==> src/rtl/piece_move_scheduler_if.sv <==
// Command handshake between the move scheduler and the falling-piece datapath.
// The scheduler offers one command at a time; the datapath reports completion and whether the move was blocked.
interface piece_move_scheduler_if;
  logic       cmd_valid;
  logic [2:0] cmd_o;
  logic       cmd_ready;
  logic       cmd_done;
  logic       cmd_blocked;

  modport master (
    output cmd_valid,
    output cmd_o,
    input  cmd_ready,
    input  cmd_done,
    input  cmd_blocked
  );

  modport slave (
    input  cmd_valid,
    input  cmd_o,
    output cmd_ready,
    output cmd_done,
    output cmd_blocked
  );
endinterface

==> src/rtl/piece_move_scheduler.sv <==
// Motion scheduler for the falling tetromino: gravity tick, button edge capture,
// arbitration and a single-outstanding command handshake with lock request.
//
//   state   | meaning
//   --------+-------------------------------------------------------------
//   S_IDLE  | no command outstanding, arbitrate pending requests
//   S_ISSUE | cmd_valid high, cmd_o held until cmd_ready
//   S_WAIT  | command accepted, waiting for cmd_done
//   S_LOCK  | lock_o pulse, all pending work and gravity cleared
module piece_move_scheduler #(
  parameter int GRAV_INIT       = 50,
  parameter int GRAV_STEP       = 5,
  parameter int GRAV_MIN        = 5,
  parameter int SOFT_PERIOD     = 3,
  parameter int LINES_PER_LEVEL = 10
) (
  input  logic                   clk,
  input  logic                   reset_n,
  input  logic                   en,
  input  logic                   left_i,
  input  logic                   right_i,
  input  logic                   rot_i,
  input  logic                   hdrop_i,
  input  logic                   soft_i,
  input  logic                   lines_valid,
  input  logic [2:0]             lines_cnt,
  piece_move_scheduler_if.master cmd,
  output logic                   lock_o,
  output logic [3:0]             level_o
);

  typedef enum logic [1:0] {
    S_IDLE  = 2'd0,
    S_ISSUE = 2'd1,
    S_WAIT  = 2'd2,
    S_LOCK  = 2'd3
  } state_t;

  localparam logic [2:0] CMD_NONE  = 3'd0;
  localparam logic [2:0] CMD_DOWN  = 3'd1;
  localparam logic [2:0] CMD_LEFT  = 3'd2;
  localparam logic [2:0] CMD_RIGHT = 3'd3;
  localparam logic [2:0] CMD_ROT   = 3'd4;
  localparam logic [2:0] CMD_HDROP = 3'd5;

  // pend vector layout: gravity in bit 0, buttons above it in btn_now order
  localparam int P_DOWN  = 0;
  localparam int P_LEFT  = 1;
  localparam int P_RIGHT = 2;
  localparam int P_ROT   = 3;
  localparam int P_HDROP = 4;

  localparam logic [11:0] INIT12 = 12'(GRAV_INIT);
  localparam logic [11:0] STEP12 = 12'(GRAV_STEP);
  localparam logic [11:0] MIN12  = 12'(GRAV_MIN);

  state_t      state, state_nx;
  logic [2:0]  cmd_q, cmd_nx;
  logic        valid_q, valid_nx;
  logic        lock_q, lock_nx;

  logic [3:0]  btn_now, btn_q, btn_rise;
  logic [4:0]  pend_q, pend_set, pend_clr, avail;
  logic        clr_all;
  logic        pick;

  logic [7:0]  grav_cnt;
  logic [7:0]  period;
  logic [11:0] grav_drop;
  logic        grav_fire;

  logic [7:0]  line_total, total_nx, level_raw;
  logic [8:0]  line_sum;
  logic [3:0]  level_q, level_nx;

  assign btn_now  = {hdrop_i, rot_i, right_i, left_i};
  assign btn_rise = btn_now & ~btn_q;

  assign grav_drop = 12'(level_q) * STEP12;

  always_comb begin
    if (soft_i)
      period = 8'(SOFT_PERIOD);
    else if (grav_drop + MIN12 >= INIT12)
      period = 8'(GRAV_MIN);
    else
      period = 8'(INIT12 - grav_drop);
  end

  // >= rather than == so a shortened period fires at once instead of running to 255
  assign grav_fire = en && (grav_cnt >= (period - 8'd1));
  assign pend_set  = {btn_rise & {4{en}}, grav_fire};

  always_comb begin
    line_sum  = {1'b0, line_total} + 9'(lines_cnt);
    total_nx  = line_total;
    if (lines_valid)
      total_nx = line_sum[8] ? 8'hFF : line_sum[7:0];
    level_raw = total_nx / 8'(LINES_PER_LEVEL);
    level_nx  = (level_raw > 8'd9) ? 4'd9 : level_raw[3:0];
  end

  always_comb begin
    state_nx = state;
    cmd_nx   = cmd_q;
    valid_nx = 1'b0;
    lock_nx  = 1'b0;
    pend_clr = '0;
    clr_all  = 1'b0;
    avail    = pend_q;
    pick     = 1'b0;

    case (state)
      S_IDLE: begin
        if (en) begin
          if (pend_q[P_LEFT] && pend_q[P_RIGHT]) begin
            pend_clr[P_LEFT]  = 1'b1;
            pend_clr[P_RIGHT] = 1'b1;
            avail[P_LEFT]     = 1'b0;
            avail[P_RIGHT]    = 1'b0;
          end
          pick = 1'b1;
          if (avail[P_HDROP]) begin
            cmd_nx = CMD_HDROP;
            pend_clr[P_HDROP] = 1'b1;
          end else if (avail[P_ROT]) begin
            cmd_nx = CMD_ROT;
            pend_clr[P_ROT] = 1'b1;
          end else if (avail[P_LEFT]) begin
            cmd_nx = CMD_LEFT;
            pend_clr[P_LEFT] = 1'b1;
          end else if (avail[P_RIGHT]) begin
            cmd_nx = CMD_RIGHT;
            pend_clr[P_RIGHT] = 1'b1;
          end else if (avail[P_DOWN]) begin
            cmd_nx = CMD_DOWN;
            pend_clr[P_DOWN] = 1'b1;
          end else begin
            pick = 1'b0;
          end
          if (pick) begin
            state_nx = S_ISSUE;
            valid_nx = 1'b1;
          end
        end
      end
      S_ISSUE: begin
        valid_nx = 1'b1;
        if (cmd.cmd_ready) begin
          state_nx = S_WAIT;
          valid_nx = 1'b0;
        end
      end
      S_WAIT: begin
        if (cmd.cmd_done) begin
          if ((cmd_q == CMD_HDROP) || ((cmd_q == CMD_DOWN) && cmd.cmd_blocked)) begin
            state_nx = S_LOCK;
            lock_nx  = 1'b1;
          end else begin
            state_nx = S_IDLE;
          end
        end
      end
      S_LOCK: begin
        clr_all  = 1'b1;
        state_nx = S_IDLE;
      end
      default: state_nx = S_IDLE;
    endcase

    // leaving the falling phase abandons any outstanding command
    if (!en) begin
      state_nx = S_IDLE;
      valid_nx = 1'b0;
      lock_nx  = 1'b0;
      clr_all  = 1'b1;
    end
  end

  always_ff @(posedge clk or negedge reset_n) begin
    if (!reset_n) begin
      state   <= S_IDLE;
      cmd_q   <= CMD_NONE;
      valid_q <= 1'b0;
      lock_q  <= 1'b0;
    end else begin
      state   <= state_nx;
      cmd_q   <= cmd_nx;
      valid_q <= valid_nx;
      lock_q  <= lock_nx;
    end
  end

  // a rise landing on the same edge as its own issue survives: set beats clear
  always_ff @(posedge clk or negedge reset_n) begin
    if (!reset_n) begin
      btn_q  <= '0;
      pend_q <= '0;
    end else begin
      btn_q <= btn_now;
      if (clr_all)
        pend_q <= '0;
      else
        pend_q <= (pend_q & ~pend_clr) | pend_set;
    end
  end

  always_ff @(posedge clk or negedge reset_n) begin
    if (!reset_n)
      grav_cnt <= '0;
    else if (clr_all)
      grav_cnt <= '0;
    else if (grav_fire)
      grav_cnt <= '0;
    else
      grav_cnt <= grav_cnt + 8'd1;
  end

  always_ff @(posedge clk or negedge reset_n) begin
    if (!reset_n) begin
      line_total <= '0;
      level_q    <= '0;
    end else begin
      line_total <= total_nx;
      level_q    <= level_nx;
    end
  end

  assign cmd.cmd_valid = valid_q;
  assign cmd.cmd_o     = cmd_q;
  assign lock_o        = lock_q;
  assign level_o       = level_q;

endmodule

==> src/flat_wrapper.sv <==
// flat-port wrapper written by rule: the top's interface ports become plain ports
module piece_move_scheduler_flat 
#(
  parameter int GRAV_INIT       = 50,
  parameter int GRAV_STEP       = 5,
  parameter int GRAV_MIN        = 5,
  parameter int SOFT_PERIOD     = 3,
  parameter int LINES_PER_LEVEL = 10
)
  (clk, reset_n, en, left_i, right_i, rot_i, hdrop_i, soft_i, lines_valid, lines_cnt, lock_o, level_o, cmd_cmd_valid, cmd_cmd_o, cmd_cmd_ready, cmd_cmd_done, cmd_cmd_blocked);
  piece_move_scheduler_if cmd_i ();
  input  logic clk;
  input  logic reset_n;
  input  logic en;
  input  logic left_i;
  input  logic right_i;
  input  logic rot_i;
  input  logic hdrop_i;
  input  logic soft_i;
  input  logic lines_valid;
  input  logic [2:0] lines_cnt;
  output logic lock_o;
  output logic [3:0] level_o;
  output wire logic [$bits(cmd_i.cmd_valid)-1:0] cmd_cmd_valid;
  output wire logic [$bits(cmd_i.cmd_o)-1:0] cmd_cmd_o;
  input wire logic [$bits(cmd_i.cmd_ready)-1:0] cmd_cmd_ready;
  input wire logic [$bits(cmd_i.cmd_done)-1:0] cmd_cmd_done;
  input wire logic [$bits(cmd_i.cmd_blocked)-1:0] cmd_cmd_blocked;
  assign cmd_cmd_valid = cmd_i.cmd_valid;
  assign cmd_cmd_o = cmd_i.cmd_o;
  assign cmd_i.cmd_ready = cmd_cmd_ready;
  assign cmd_i.cmd_done = cmd_cmd_done;
  assign cmd_i.cmd_blocked = cmd_cmd_blocked;
  piece_move_scheduler #(.GRAV_INIT(GRAV_INIT), .GRAV_STEP(GRAV_STEP), .GRAV_MIN(GRAV_MIN), .SOFT_PERIOD(SOFT_PERIOD), .LINES_PER_LEVEL(LINES_PER_LEVEL)) u_core (.clk(clk), .reset_n(reset_n), .en(en), .left_i(left_i), .right_i(right_i), .rot_i(rot_i), .hdrop_i(hdrop_i), .soft_i(soft_i), .lines_valid(lines_valid), .lines_cnt(lines_cnt), .cmd(cmd_i), .lock_o(lock_o), .level_o(level_o));
endmodule
==> config.mk <==
export PLATFORM = sky130hd
export DESIGN_NAME = piece_move_scheduler_flat
export DESIGN_NICKNAME = d
export VERILOG_FILES = /design/src/rtl/piece_move_scheduler_if.sv /design/src/rtl/piece_move_scheduler.sv /design/src/flat_wrapper.sv
export SDC_FILE = /design/constraint.sdc
export NUM_CORES = 1
export LEC_CHECK = 0
export BUFFER_PORTS_ARGS = -buffer_cell sky130_fd_sc_hd__buf_2
export CORE_ASPECT_RATIO = 0.7
export CORE_MARGIN = 4
export CORE_UTILIZATION = 25
export DETAILED_ROUTE_END_ITERATION = 12
export GPL_TIMING_DRIVEN = 0
export PLACE_DENSITY = 0.48
export SYNTH_ARGS = -nofsm -noshare
export SYNTH_HDL_FRONTEND = slang
export SYNTH_SLANG_ARGS = --single-unit
==> constraint.sdc <==
create_clock -name clk -period 5.5 [get_ports clk]
set_clock_uncertainty 0.2 [all_clocks]
set_input_delay 0.275 -clock clk [delete_from_list [all_inputs] [get_ports clk]]
set_output_delay 0.275 -clock clk [all_outputs]
set_load 0.01 [all_outputs]
==> flow_metrics.env <==
export IMPL_status="completed"
export IMPL_criticalPathCategory="reg2reg"
export IMPL_htreeDepth=2
export IMPL_finalHoldViolCount=0
export IMPL_synth_avg_cell_area_um2=8.61
export IMPL_via_per_inst=4.92
export IMPL_cts_buffers=5
export IMPL_seq_power_share=0.193
export IMPL_required_ns=5.51
export IMPL_fp_coreArea_um2=11200
export IMPL_start_util=0.261
export IMPL_cts_sinks=36
export IMPL_io_pins=24
export IMPL_synth_distinct_cells=72
export IMPL_synth_warnings=0
export IMPL_fmax_mhz=200
export IMPL_ys_ff_latch=36
export IMPL_setup_ws_ns=0.488
export IMPL_grt_max_degree=37
export IMPL_fin_hold_ws_ns=0.0453
export IMPL_crit_fanout=8
export IMPL_first_global_vias=2511
export IMPL_min_period_ns=5.01
export IMPL_clkLatencyLatePin_ns=0.28
export IMPL_grt_overflow=0
export IMPL_cp_start_kind="flip-flop"
export IMPL_utilization=0.310
export IMPL_min_path_type="in2reg"
export IMPL_nNetsFinal=418
export IMPL_fp_row_count=32
export IMPL_cp_arrival_ns=5.02
export IMPL_power_switching_mw=1.05
export IMPL_place_ws_ns=0.172
export IMPL_synth_area_um2=2930
export IMPL_leakagePower_nw=1.51
export IMPL_rsz0062_at_grt="false"
export IMPL_synthArstFlopShare=1.00
export IMPL_grt_pass1_wl_um=12600
export IMPL_netSwitchingFraction=0.492
export IMPL_die_x_um=137
export IMPL_drtIter0Drc=162
export IMPL_syn_num_nets=382
export IMPL_io_buffers=23
export IMPL_totalWireLength_um=7240
export IMPL_tightest_slew_ns=0.851
export IMPL_ant_nets=0
export IMPL_antenna_found_initial=0
export IMPL_fillers=1214
export IMPL_dp_hpwl_um=5540
export IMPL_antenna_cells=0
export IMPL_yosysSeqAreaShare=0.308
export IMPL_final_area_um2=3470
export IMPL_pwr_share_clk=0.138
export IMPL_cts_tree="yes"
export IMPL_maxSlewViolCount=0
export IMPL_p_int_mw=1.09
export IMPL_ff_latch_area_um2=901
export IMPL_cp_end_kind="flip-flop"
export IMPL_relSlewSlack=0.433
export IMPL_maxCapViolCount=0
export IMPL_first_pass_iters=5
export IMPL_stdcell_count=530
export IMPL_cts_root_buf="clkbuf_16"
export IMPL_wl_per_cell_um=13.7
export IMPL_dieArea_um2=13500
export IMPL_ir_drop_mv=0.273
export IMPL_drive_gt1_frac=0.170
export IMPL_netlist_instances=340
export IMPL_vias=2608
export IMPL_finalSetupTns_ns=0
export IMPL_area_growth_pct=18.6
export IMPL_path_clk_slew_ns=0.06
export IMPL_power_frac_comb=0.669
export IMPL_chipHeight_um=98.5
export IMPL_p_total_mw=2.14
export IMPL_period_share=0.911
export IMPL_ys_flop_type="dfrtp_1"
export IMPL_place_area_um2=3230
export IMPL_dpl_cell_count=516
export IMPL_setup_violations_final=0
export IMPL_multi_input_area_um2=1940
export IMPL_track_usage=0.112
export IMPL_synth_edf_count=0
export IMPL_cts_buffer_depth=2
export IMPL_p_per_area_nw_per_um2=616
export IMPL_gp_congestion=0.858
export IMPL_drc=0
worst paths after layout:
| kind | endpoint | slack (ns) | start | depth (start not counted) |
|---|---|---|---|---|
| worst max-delay path | u_core.grav_cnt[4] | 0.49 | u_core.level_o[1] | 22 |
| worst min-delay path | u_core.lock_o | 0.05 | cmd_cmd_done | 3 |
| worst max register to register | u_core.grav_cnt[4] | 0.49 | u_core.level_o[1] | 22 |
| worst min register to register | u_core.pend_q[3] | 0.30 | u_core.btn_q[2] | 2 |
| max in group asynchronous | u_core.btn_q[2] | 4.11 | reset_n | 2 |
| min in group asynchronous | u_core.line_total[6] | 0.44 | reset_n | 2 |
per-layer routing:
| layer | vias to the layer above | track usage | part of all wire |
|---|---|---|---|
| li1 | 1317 | - | - |
| met1 | 1215 | 0.186 | 0.57 |
| met2 | 72 | 0.145 | 0.38 |
| met3 | 4 | 0.0224 | 0.049 |
| met4 | 0 | 0.0207 | 0.0069 |
| met5 | - | 0 | 0 |
synthesized netlist by cell type, types with 2 or more instances:
master / instances / area share
and3_1: 2 / 0.0043
inv_1: 20 / 0.026
nor3_2: 2 / 0.0068
a211oi_1: 4 / 0.010
nor3_1: 7 / 0.012
nor4_1: 5 / 0.011
a41oi_1: 2 / 0.0060
o211ai_1: 2 / 0.0051
fa_1: 2 / 0.014
ha_1: 25 / 0.11
a21oi_1: 28 / 0.048
xor2_1: 10 / 0.030
a32o_1: 3 / 0.010
nand2b_1: 4 / 0.0085
nor3b_1: 2 / 0.0051
buf_2: 4 / 0.0068
nand3_1: 12 / 0.021
dfrtp_1: 36 / 0.31
o221ai_1: 2 / 0.0060
mux2i_1: 3 / 0.010
nand2_1: 29 / 0.037
o22ai_1: 4 / 0.0085
a21o_1: 7 / 0.018
nand4_1: 3 / 0.0064
or2_2: 3 / 0.0064
nor2_1: 34 / 0.044
nor4b_1: 2 / 0.0060
and2_1: 2 / 0.0043
o21ai_0: 24 / 0.041
xnor2_1: 6 / 0.018
nor2b_1: 10 / 0.021
cell families after synthesis:
family,after synthesis,synth area share
adder cells (fa/ha/maj),27,0.121
AND/OR/NAND/NOR,128,0.225
flip-flops,36,0.308
buffers and inverters,28,0.0397
XOR/XNOR,16,0.0479
AO/OA/AOI/OAI,100,0.236
multiplexers,5,0.0231
critical path, stage by stage (launching register included):
cell and delay [ns]:
dfrtp_1 0.44, ha_1 0.32, ha_1 0.23, fa_1 0.41, xor2_2 0.28, a21oi_1 0.11, nor4_1 0.27, nor2_1 0.10
a41oi_2 0.25, inv_1 0.06, a21oi_1 0.17, ha_1 0.25, ha_1 0.27, a21o_1 0.16, a21o_1 0.17, a21o_1 0.18
a21oi_1 0.15, nor2b_1 0.05, o21ai_0 0.16, nand2b_1 0.08, a21oi_1 0.26, nand3_2 0.21, nor2_1 0.15
cells in the final DEF, fill, tap and decap left out, types with 6 or more instances in the layout:
cell / instances
a21o_1: 7
a21oi_1: 27
buf_2: 27
dfrtp_1: 36
ha_1: 25
inv_1: 20
nand2_1: 29
nand3_1: 11
nor2_1: 34
nor2b_1: 10
nor3_1: 7
o21ai_0: 24
xnor2_1: 6
xor2_1: 9
area by class of cell:
class	count	area share
clock buffers	7	0.0411
repair buffers	29	0.0497
multi-input cells	276	0.559
inverters	22	0.0245
well taps	153	0.0551
plain buffers	6	0.00901
flip-flops and latches	36	0.259
clock inverters	1	0.00216
state kept, by name, summed over array words and instances (netlist names):
name                  count
u_core.cmd.cmd_valid      1
u_core.btn_q              4
u_core.lock_o             1
u_core.grav_cnt           8
u_core.line_total         8
u_core.pend_q             5
u_core.state              2
u_core.level_o            4
u_core.cmd.cmd_o          3
what timing repair did:
action	in CTS	in global routing
endpoints found under the hold margin	40	0
hold buffers	5	0
gates resized for setup	0	5
buffers inserted	0	1
endpoints found under the setup margin	0	9
power groups by stage:
stage	clock network [mW]	registers [mW]	logic, mW
floorplan	0	0.405	1.08
global placement	0	0.418	1.37
detailed placement	0	0.418	1.38
CTS	0.304	0.413	1.39
global route	0.314	0.428	1.62
finish	0.296	0.413	1.43
Power figures use the tool's default switching activity.
